--- src/rtl/mem_arbiter_pkg.sv ---
// Shared types and constants for the two-port data-memory arbiter.
// Pure declarations: no latency, no flow control.
package mem_arbiter_pkg;

  localparam int DEF_ADDR_W = 8;
  localparam int DEF_DATA_W = 8;

  typedef enum logic [1:0] {
    IDLE   = 2'd0,
    ACCESS = 2'd1,
    RESP   = 2'd2
  } state_t;

  localparam logic PORT_A = 1'b0;
  localparam logic PORT_B = 1'b1;

  function automatic logic other_port(input logic p);
    return (p == PORT_A) ? PORT_B : PORT_A;
  endfunction

endpackage

--- src/rtl/rr_pick2.sv ---
// Combinational 2-way round-robin picker: on a tie the port that was not granted last wins.
// Zero latency; no backpressure (grant_valid simply follows the request inputs).
module rr_pick2
  import mem_arbiter_pkg::*;
(
  input  logic req_a,
  input  logic req_b,
  input  logic last,
  output logic grant_valid,
  output logic grant_id
);

  always_comb begin
    grant_valid = req_a | req_b;
    grant_id    = PORT_A;
    if (req_a && req_b) begin
      grant_id = other_port(last);
    end else if (req_b) begin
      grant_id = PORT_B;
    end
  end

endmodule

--- src/rtl/mem_arbiter.sv ---
// Round-robin arbiter for one single-port sync memory: gnt 1 cycle after req, read rvalid 2 cycles after.
// One access in flight; losers hold req until gnt. Optional grant lock: define MEM_ARBITER_LOCK_EN.
module mem_arbiter
  import mem_arbiter_pkg::*;
#(
  parameter int ADDR_W   = DEF_ADDR_W,
  parameter int DATA_W   = DEF_DATA_W,
  parameter int LOCK_MAX = 4
) (
  input  logic              clk,
  input  logic              rst,
  input  logic              a_req,
  input  logic              a_we,
  input  logic [ADDR_W-1:0] a_addr,
  input  logic [DATA_W-1:0] a_wdata,
  output logic              a_gnt,
  output logic              a_rvalid,
  output logic [DATA_W-1:0] a_rdata,
  input  logic              b_req,
  input  logic              b_we,
  input  logic [ADDR_W-1:0] b_addr,
  input  logic [DATA_W-1:0] b_wdata,
  output logic              b_gnt,
  output logic              b_rvalid,
  output logic [DATA_W-1:0] b_rdata,
`ifdef MEM_ARBITER_LOCK_EN
  input  logic              a_lock,
  input  logic              b_lock,
`endif
  output logic [ADDR_W-1:0] mem_addr,
  output logic [DATA_W-1:0] mem_din,
  output logic              mem_we,
  input  logic [DATA_W-1:0] mem_dout
);

  localparam int CNT_W = $clog2(LOCK_MAX + 1);
  localparam logic [CNT_W-1:0] LOCK_CAP = CNT_W'(LOCK_MAX);

  state_t            state_q, state_d;
  logic              last_q;
  logic              win_q;
  logic              we_q;
  logic [ADDR_W-1:0] addr_q;
  logic [DATA_W-1:0] wdata_q;
  logic [DATA_W-1:0] a_rdata_q;
  logic [DATA_W-1:0] b_rdata_q;
  logic [CNT_W-1:0]  lock_cnt_q;

  logic a_lock_i;
  logic b_lock_i;
  logic pick_vld;
  logic pick_id;
  logic lock_hold;
  logic win_id;
  logic win_lock;
  logic done;

`ifdef MEM_ARBITER_LOCK_EN
  assign a_lock_i = a_lock;
  assign b_lock_i = b_lock;
`else
  // Locks tied off so the default build is plain round-robin.
  assign a_lock_i = 1'b0;
  assign b_lock_i = 1'b0;
`endif

  rr_pick2 u_pick (
    .req_a       (a_req),
    .req_b       (b_req),
    .last        (last_q),
    .grant_valid (pick_vld),
    .grant_id    (pick_id)
  );

  // A nonzero counter means the previous winner finished with its lock held.
  always_comb begin
    lock_hold = 1'b0;
    if (lock_cnt_q != '0 && lock_cnt_q < LOCK_CAP) begin
      lock_hold = (last_q == PORT_A) ? (a_req & a_lock_i) : (b_req & b_lock_i);
    end
    win_id   = lock_hold ? last_q : pick_id;
    win_lock = (win_q == PORT_A) ? a_lock_i : b_lock_i;
    done     = (state_q == ACCESS && we_q) || (state_q == RESP);
  end

  always_ff @(posedge clk or negedge rst) begin
    if (!rst) begin
      state_q <= IDLE;
    end else begin
      state_q <= state_d;
    end
  end

  always_comb begin
    state_d = state_q;
    case (state_q)
      IDLE:    if (pick_vld) state_d = ACCESS;
      ACCESS:  state_d = we_q ? IDLE : RESP;
      RESP:    state_d = IDLE;
      default: state_d = IDLE;
    endcase
  end

  always_ff @(posedge clk or negedge rst) begin
    if (!rst) begin
      last_q     <= PORT_B;
      win_q      <= PORT_A;
      we_q       <= 1'b0;
      addr_q     <= '0;
      wdata_q    <= '0;
      a_rdata_q  <= '0;
      b_rdata_q  <= '0;
      lock_cnt_q <= '0;
    end else begin
      if (state_q == IDLE && pick_vld) begin
        win_q   <= win_id;
        last_q  <= win_id;
        we_q    <= (win_id == PORT_A) ? a_we    : b_we;
        addr_q  <= (win_id == PORT_A) ? a_addr  : b_addr;
        wdata_q <= (win_id == PORT_A) ? a_wdata : b_wdata;
        if (win_id != last_q) lock_cnt_q <= '0;
      end
      if (done) begin
        if (!win_lock) begin
          lock_cnt_q <= '0;
        end else if (lock_cnt_q != LOCK_CAP) begin
          lock_cnt_q <= lock_cnt_q + 1'b1;
        end
      end
      if (state_q == RESP) begin
        if (win_q == PORT_A) a_rdata_q <= mem_dout;
        else                 b_rdata_q <= mem_dout;
      end
    end
  end

  // Strobes decode straight from state so an async reset kills them at once.
  always_comb begin
    mem_addr = addr_q;
    mem_din  = wdata_q;
    mem_we   = (state_q == ACCESS) && we_q;
    a_gnt    = (state_q == ACCESS) && (win_q == PORT_A);
    b_gnt    = (state_q == ACCESS) && (win_q == PORT_B);
    a_rvalid = (state_q == RESP) && (win_q == PORT_A);
    b_rvalid = (state_q == RESP) && (win_q == PORT_B);
    a_rdata  = a_rvalid ? mem_dout : a_rdata_q;
    b_rdata  = b_rvalid ? mem_dout : b_rdata_q;
  end

endmodule

--- config.mk ---
export PLATFORM = sky130hd
export DESIGN_NAME = mem_arbiter
export DESIGN_NICKNAME = d
export VERILOG_FILES = /design/src/rtl/mem_arbiter_pkg.sv /design/src/rtl/rr_pick2.sv /design/src/rtl/mem_arbiter.sv
export SDC_FILE = /design/constraint.sdc
export NUM_CORES = 1
export LEC_CHECK = 0
export ABC_AREA = 1
export BUFFER_PORTS_ARGS = -buffer_cell sky130_fd_sc_hd__buf_2
export CAP_MARGIN = 25
export CORE_ASPECT_RATIO = 0.8
export CORE_MARGIN = 2
export CORE_UTILIZATION = 46
export CTS_CLUSTER_DIAMETER = 40
export DETAILED_ROUTE_END_ITERATION = 12
export PLACE_DENSITY = 0.76
export RECOVER_POWER = 50
export SYNTH_ARGS = -nofsm -noshare
export SYNTH_HDL_FRONTEND = slang
export SYNTH_HIERARCHICAL = 1
export SYNTH_SLANG_ARGS = --single-unit
--- constraint.sdc ---
create_clock -name clk -period 1.46 [get_ports clk]
set_clock_uncertainty 0.05 [all_clocks]
set_input_delay 0.073 -clock clk [delete_from_list [all_inputs] [get_ports clk]]
set_output_delay 0.073 -clock clk [all_outputs]
set_load 0.05 [all_outputs]
-- Yosys cells after proc, flatten, opt, wreduce, memory -nomap -nowiden
Cells that the tools add are included.
- multipliers: 0
- bitwise operators: 2
- reduce and logical (&&, ||, !) cells: 10
- $lt $le $gt $ge: 0
- add/sub/neg operators: 0
- divide/modulo/power cells: 0
- shift operators: 0
- mux-type cells: 11
- equal/unequal tests: 3
- operators by type and width (operator ; count):
    two-way mux 8 bit ; 4
    logical AND 1 bit ; 7
    two-way mux 1 bit ; 4
    two-way mux 2 bit ; 2
    case mux 2 bit (2 select lines) ; 1
    AND reduction 2 bit ; 2
    equality test 2 x 1 -> 1 bit, second input constant ; 1
    equality test 2 bit, second input constant ; 1
    logical NOT 2 bit ; 1
    inequality test 2 bit, second input constant ; 1
    inverter 1 bit ; 1
    OR 1 bit ; 1
- register bits after elaboration: 37
- bits in writable memories: 0
- output and inout port bits: 37
- bits in read-only memories: 0
- bits in latches: 0
- logic and storage cells: 34
- memories kept: 0
- input bits: 46

-- Logic depth before layout (Yosys ltp)
Gate-level depths: netlist (run 1).
- depth in word-level cells: 3
- mapped depth: 9

-- Cells and area by module
Netlist (run 1), hierarchy kept.
- by module, submodules not included (module ; cells an instance ; sequential area each (sq um) ; times used ; area an instance (sq um)):
    mem_arbiter ; 225 ; 927.1 ; 1 ; 1780.5
    rr_pick2 ; 3 ; 0.0 ; 1 ; 15.0

-- Worst setup path after synthesis (run 1)
No wires, ideal clock.
- path kind: register to output
- from: register state_q[1]
- to: output a_gnt
- cell stages (with the launch flop): 4
- path buffers: 1
- slack: -0.197 ns
- arrival time: 1.534 ns
- cell sequence: dfrtp_1 buf_6 or2_1 nor2_1
- word-level cells in the longest chain between the ends: 2
- RTL lines (item ; line ; source):
    start: declaration ; mem_arbiter.sv:39 ; state_t state_q, state_d;
    start signal: assignment ; mem_arbiter.sv:90 ; state_q <= state_d;
    equality test 2 x 1 -> 1 bit ; mem_arbiter.sv:142 ; a_gnt = (state_q == ACCESS) && (win_q == PORT_A);
    logical AND 1 bit ; mem_arbiter.sv:142 ;
    end: declaration ; mem_arbiter.sv:16 ; output logic a_gnt,
No other way between the ends.

-- Worst setup path in the final report (run 1)
- from: register state_q[0]
- to: output a_rdata[2]
- word-level cells in the longest chain between the ends: 3
- RTL lines (item ; line ; source):
    equality test 2 bit ; mem_arbiter.sv:144 ; a_rvalid = (state_q == RESP) && (win_q == PORT_A);
    logical AND 1 bit ; mem_arbiter.sv:144 ;
    two-way mux 8 bit ; mem_arbiter.sv:146 ; a_rdata = a_rvalid ? mem_dout : a_rdata_q;
    end: declaration ; mem_arbiter.sv:18 ; output logic [DATA_W-1:0] a_rdata,
No other way between the ends.

==> results.txt, run 1 <==
outcome - finished with violations
violated checks - negative setup slack
n_diodes - 0
RSZ-0062 raised after global routing - true
Final Non-Filler Cells - 381
critical path endpoint category - output port
H-tree depth - 2
Ports - 83
initial antenna violation count - 0
CTS clk-pin slew, worst paths - 0.08 ns
Power Density - 2820 mW/mm^2
Relative slew margins - 40.0%
setup violators final - 19
Pins Over Slew Limit - 0
Num CTS Buffers - 5
Post-Syn Area - 0.00180 sq mm
final wirelength - 4650 um
crit start category - flop
DR pass1 iterations - 4
wire length on met1 - 2030 um
Crit path arrival time - 1.44 ns
fin crit share - 107%
violation count after the first detailed-routing iteration - 103
total number of vias - 1775
CTS Buffer Depth - 2
CTS root buf - clkbuf_8
Residual DRC - 0
gpl congestion - 0.829
width of the die - 73.9 um
largest net degree at the start of global routing - 38
NetSw - 0.00404 W
Seq/Total Area, Yosys - 51.6%
Reg power frac - 23.3%
Cells after Synth - 228
start point of the worst hold path - b_addr[5]
Cell Rows - 20
Port Buffer Count - 82
HP Class - in -> reg
Synth Area per Inst - 7.87 sq um
WP data required - 1.34 ns
Final Net Count - 371
internal power - 0.00369 W
Die H - 59.9 um
DR WL met2 - 2230 um
part of the power in the clock network - 12.2%
uppermost routed layer - met4
Synth cell types - 20
fin crit period - 1.57 ns
Slew @ Worst Pin - 0.901 ns
register bit count reported by yosys - 37
GRT Overall Usage - 22.5%
Worst R2R Start - state_q[0]$_DFFE_PN0P_
kind of critical path - reg -> out
maximum clock frequency - 0.638 GHz
full die area - 0.00442 sq mm
Max-cap violations - 0
R2R depth - 6
worst ir drop on vdd - 1.54 mV
Initial Util - 47.5%
worst hold path depth - 5
CTS tree - yes
Via density - 4.66
vias in the first global route - 1710
total gr overflow - 0
Final Hold Fails - 0
first-pass GRT wire length - 7450 um
CTS sink count - 37
Layout area overhead - 52.5%
critical path fanouts, max - 11
HPWL after detailed placement - 3010 um
Routed wire per std cell - 12.2 um
hold path endpoint - mem_addr[5]$_DFFE_PN0P_
syn_nets - 274
setup_tns - -0.690 ns
placed cells - 363
Synthesis Warnings - 6
P_leak - 1.56 nW
sw frac - 52.3%
Worst Setup Slack, final - -0.108 ns
clock network latency to the later pin of the worst-skew pair - 0.30 ns
R2R Path End - win_q$_DFFE_PN0P_
r2r setup slk - 0.16 ns
Comb power frac - 64.5%
WL met3 - 235 um
remaining antenna violation count after routing - 0
layout cells sized above 1 - 42.0%
core area - 0.00378 sq mm
## stage by stage
step / total power (W) / worst slack [ns] / cell area (sq um) / utilization [%] / hold WS (ns)
2_1_floorplan: 0.00505 / -0.197 / 1840 / - / -0.273
3_3_place_gp: 0.00589 / 0.0826 / 2310 / 61.2 / 0.0888
3_5_place_dp: 0.00594 / 0.0330 / 2310 / 61.2 / 0.0902
4_1_cts: 0.00762 / -0.0473 / 2710 / 71.6 / 0.000603
5_1_grt: 0.00815 / -0.136 / 2740 / 72.5 / 0.0224
6_report: 0.00773 / -0.108 / 2740 / 72.5 / 0.00957
## routing by layer
| layer | up-vias | global-route usage, % |
|---|---|---|
| met1 | 803 | 27.9 |
| li1 | 894 | - |
| met2 | 63 | 36.6 |
| met5 | - | 0 |
| met4 | 0 | 12.2 |
| met3 | 15 | 5.23 |
## worst max path at each step
stage	slack, ns	endpoint	from
floorplan	-0.20	a_gnt	state_q[1]$_DFFE_PN0P_
global placement	0.08	b_rdata[1]	win_q$_DFFE_PN0P_
detailed placement	0.03	mem_din[2]$_DFFE_PN0P_	last_q$_DFFE_PN1P_
CTS	-0.05	b_rdata[1]	state_q[0]$_DFFE_PN0P_
global route	-0.14	a_rdata[2]	state_q[0]$_DFFE_PN0P_
finish	-0.11	a_rdata[2]	state_q[0]$_DFFE_PN0P_
## power groups by stage
stage / Combinational, W / Clock [W] / Sequential [W]
finish: 0.00499 / 0.000940 / 0.00180
floorplan: 0.00256 / 0 / 0.00250
global route: 0.00530 / 0.000987 / 0.00185
global placement: 0.00413 / 0 / 0.00176
CTS: 0.00488 / 0.000953 / 0.00179
detailed placement: 0.00417 / 0 / 0.00178
## cells in the mapped netlist (all sizes together)
cell type / count / share of area (%)
nor2: 6 / 1.8
o21ai: 10 / 4.5
dfrtp: 36 / 50
a21oi: 1 / 0.28
nand3: 3 / 2.2
inv: 15 / 3.1
nand4: 8 / 2.8
or2: 2 / 0.70
buf: 8 / 3.7
dfstp: 1 / 1.5
nand2: 138 / 29
## worst max-delay path, cell delays in order (launching register included)
cell     delay, ns
dfrtp_1       0.40
inv_2         0.10
buf_8         0.15
nand3_4       0.10
nand2_1       0.13
nand2_1       0.10
buf_6         0.16
## kinds of logic after synthesis
logic type | share of synthesized area (%)
simple gates | 36.8
flops | 51.6
buf+inv | 6.83
compound gates | 4.74
## flip-flops by register name, summed over array words and instances, names as in the netlist
signal	count
a_rdata_q	8
win_q	1
mem_addr	8
state_q	2
last_q	1
mem_din	8
we_q	1
b_rdata_q	8
## layout make-up
class                      count  area (sq um)
inverter                      15          58.8
sequential                    37           928
tap                           55          68.8
timing repair buffer          97           712
fill                         283          1040
multi-input combinational    169           850
clock inverter                 2          37.5
clock buffer                   6          82.6
## placed cells by master, fill, tap and decap left out, drive strengths merged
cell type,netlist,final
or2,2,2
dlygate4sd3,0,3
dfstp,1,1
bufinv,0,1
clkinvlp,0,1
o21ai,10,10
buf,8,93
clkbuf,0,7
nand3,3,4
nor2,6,6
a21oi,1,1
dfrtp,36,36
nand4,8,8
inv,15,15
nand2,138,138
## what timing repair did
item,4_1_cts,5_1_grt
pin swaps,2,3
hold endpoints to repair,38,0
gates cloned,1,0
endpoints found under the setup margin,21,38
hold buffers,3,0
gates resized for setup,57,8
setup buffers,5,1
Power figures use the tool's default switching activity.
==> inputs of run 2 (changes only) <==
==> constraint.sdc (replaced) <==
create_clock -name clk -period 1.46 [get_ports clk]
set_clock_uncertainty 0.05 [all_clocks]
set_input_delay 0.146 -clock clk [delete_from_list [all_inputs] [get_ports clk]]
set_output_delay 0.146 -clock clk [all_outputs]
set_load 0.05 [all_outputs]
==> results.txt, run 2 (synthesis results as in run 1) <==
outcome - finished with violations
violated checks - negative setup slack
CTS sink count - 37 (unchanged)
Crit path arrival time - 1.42 ns (-0.02 ns)
fin crit share - 111% (+3.2 points)
Num CTS Buffers - 5 (unchanged)
HPWL after detailed placement - 2950 um (-2.2%)
critical path endpoint category - output port
commonest non-fill, non-tap cell in the layout - nand2_1
P_leak - 1.57 nW (+0.52%)
Final Non-Filler Cells - 385 (+1.0%)
first-pass GRT wire length - 7450 um (unchanged)
hold path endpoint - mem_din[1]$_DFFE_PN0P_
final wirelength - 4600 um (-1.1%)
hold slack - 0.0919 ns (+0.0824 ns)
kind of critical path - reg -> out
FF+latch area - 930 sq um (+0.13%)
clock network latency to the later pin of the worst-skew pair - 0.28 ns (-0.02 ns)
Cell Rows - 20 (unchanged)
most frequent cells in the layout - nand2_1, buf_2, dfrtp_1
Port Buffer Count - 82 (unchanged)
WP data required - 1.26 ns (-0.08 ns)
Ports - 83 (unchanged)
Worst Setup Slack, final - -0.155 ns (-0.0471 ns)
Multi-input gate area - 893 sq um (+5.2%)
CTS clk-pin slew, worst paths - 0.07 ns (about the same)
n_diodes - 0 (unchanged)
HP Class - in -> reg
setup_tns - -2.45 ns (-1.76 ns)
Residual DRC - 0 (unchanged)
core area - 0.00378 sq mm (unchanged)
CTS root buf - clkbuf_8
Final Hold Fails - 0 (unchanged)
worst hold path depth - 5 (unchanged)
start point of the worst hold path - a_wdata[1]
vias in the first global route - 1623 (-5.1%)
layout cells sized above 1 - 47.9% (+5.9 points)
full die area - 0.00442 sq mm (unchanged)
H-tree depth - 2 (unchanged)
R2R depth - 7 (+1)
r2r setup slk - 0.10 ns (-0.06 ns)
# fillers - 279 (-1.4%)
Layout area overhead - 55.8%
largest net degree at the start of global routing - 38 (unchanged)
setup violators final - 21 (+2)
total gr overflow - 0 (unchanged)
DR pass1 iterations - 4 (unchanged)
RSZ-0062 raised after global routing - true
initial antenna violation count - 0 (unchanged)
Die H - 59.9 um (unchanged)
GRT Overall Usage - 22.3% (-0.22 points)
Pins Over Slew Limit - 0 (unchanged)
crit start category - flop
Max-cap violations - 0 (unchanged)
critical path fanouts, max - 5 (-6)
gpl congestion - 0.836 (+0.82%)
CTS tree - yes
Tot Pwr - 0.00787 W (+1.8%)
Final Net Count - 375 (+1.1%)
Slew @ Worst Pin - 0.910 ns (+0.00914 ns)
R2R Path End - a_rdata_q[2]$_DFFE_PN0P_
Worst R2R Start - state_q[0]$_DFFE_PN0P_
Power Density - 2810 mW/mm^2 (-0.36%)
worst ir drop on vdd - 1.60 mV (+4.1%)
Place WS - -0.0194 ns (-0.0524 ns)
Via density - 4.62 (-0.87%)
placed cells - 364 (+0.28%)
remaining antenna violation count after routing - 0 (unchanged)
total number of vias - 1778 (+0.17%)
violation count after the first detailed-routing iteration - 102 (-0.97%)
Initial Util - 47.5% (unchanged)
width of the die - 73.9 um (unchanged)
fin crit period - 1.61 ns (+0.0471 ns)
Routed wire per std cell - 11.9 um (-2.1%)
maximum clock frequency - 0.619 GHz (-2.9%)
Relative slew margins - 39.4% (-0.61 points)
CTS Buffer Depth - 2 (unchanged)
-- run 2: cell types whose count changed in the layout (fill, tap and decap cells not counted), sizes merged --
cell / before / now
buf: 93 / 99
dlygate4sd3: 3 / 1
-- run 2: worst max-delay path, stage by stage, from the launching register on --
cell and delay (ns):
dfrtp_1 0.40, inv_2 0.13, buf_6 0.15, nand3_4 0.12, nand2_2 0.12, nand2_2 0.05, buf_6 0.15
-- run 2: power breakdown --
part / switching (W) / leakage (nW) / total (W) / internal (W)
Clock: 0.000356 / 0.0574 / 0.000911 / 0.000555
Combinational: 0.00347 / 1.06 / 0.00514 / 0.00167
Sequential: 0.000285 / 0.453 / 0.00182 / 0.00154
Total: 0.00411 / 1.57 / 0.00787 / 0.00377
-- run 2: worst max-delay path by stage --
stage | start | end | slack (ns) | cells past startpoint
global placement | state_q[0]$_DFFE_PN0P_ | b_rdata[2] | 0.03 | 4
finish | state_q[0]$_DFFE_PN0P_ | a_rdata[1] | -0.15 | 6
floorplan | state_q[1]$_DFFE_PN0P_ | a_gnt | -0.07 | 3
global route | state_q[0]$_DFFE_PN0P_ | a_rdata[7] | -0.23 | 5
detailed placement | state_q[0]$_DFFE_PN0P_ | b_rdata[4] | -0.02 | 4
CTS | state_q[0]$_DFFE_PN0P_ | b_rdata[3] | -0.15 | 5
-- run 2: timing repair --
action,in CTS,in global routing
setup buffers,8,3
setup endpoints to repair,21,22
hold endpoints to repair,37,0
gates resized for setup,72,13
hold buffers,1,0
gates cloned,2,0
pin swaps,6,4
-- run 2: stage by stage --
step	utilization [%]	cell area, sq um
2_1_floorplan	-	1850
3_3_place_gp	61.6	2330
3_5_place_dp	61.6	2330
4_1_cts	73.0	2760
5_1_grt	74.0	2800
6_report	74.0	2800
-- run 2: metal layers --
metal  vias to the layer above  track usage (%)  routed length (um)
li1                        900                -                   -
met2                        55             36.5                2260
met3                         4             5.06                 188
met4                         0             6.75                  18
met5                         -                0                   0
met1                       819             29.8                2130
-- run 2: final cells by class --
type                            count  area share (%)
Clock buffer                        6            2.95
Clock inverter                      2            1.34
Inverter                           15            2.10
Multi-Input combinational cell    169            31.9
Sequential cell                    37            33.2
Tap cell                           55            2.46
Timing Repair Buffer              101            26.0
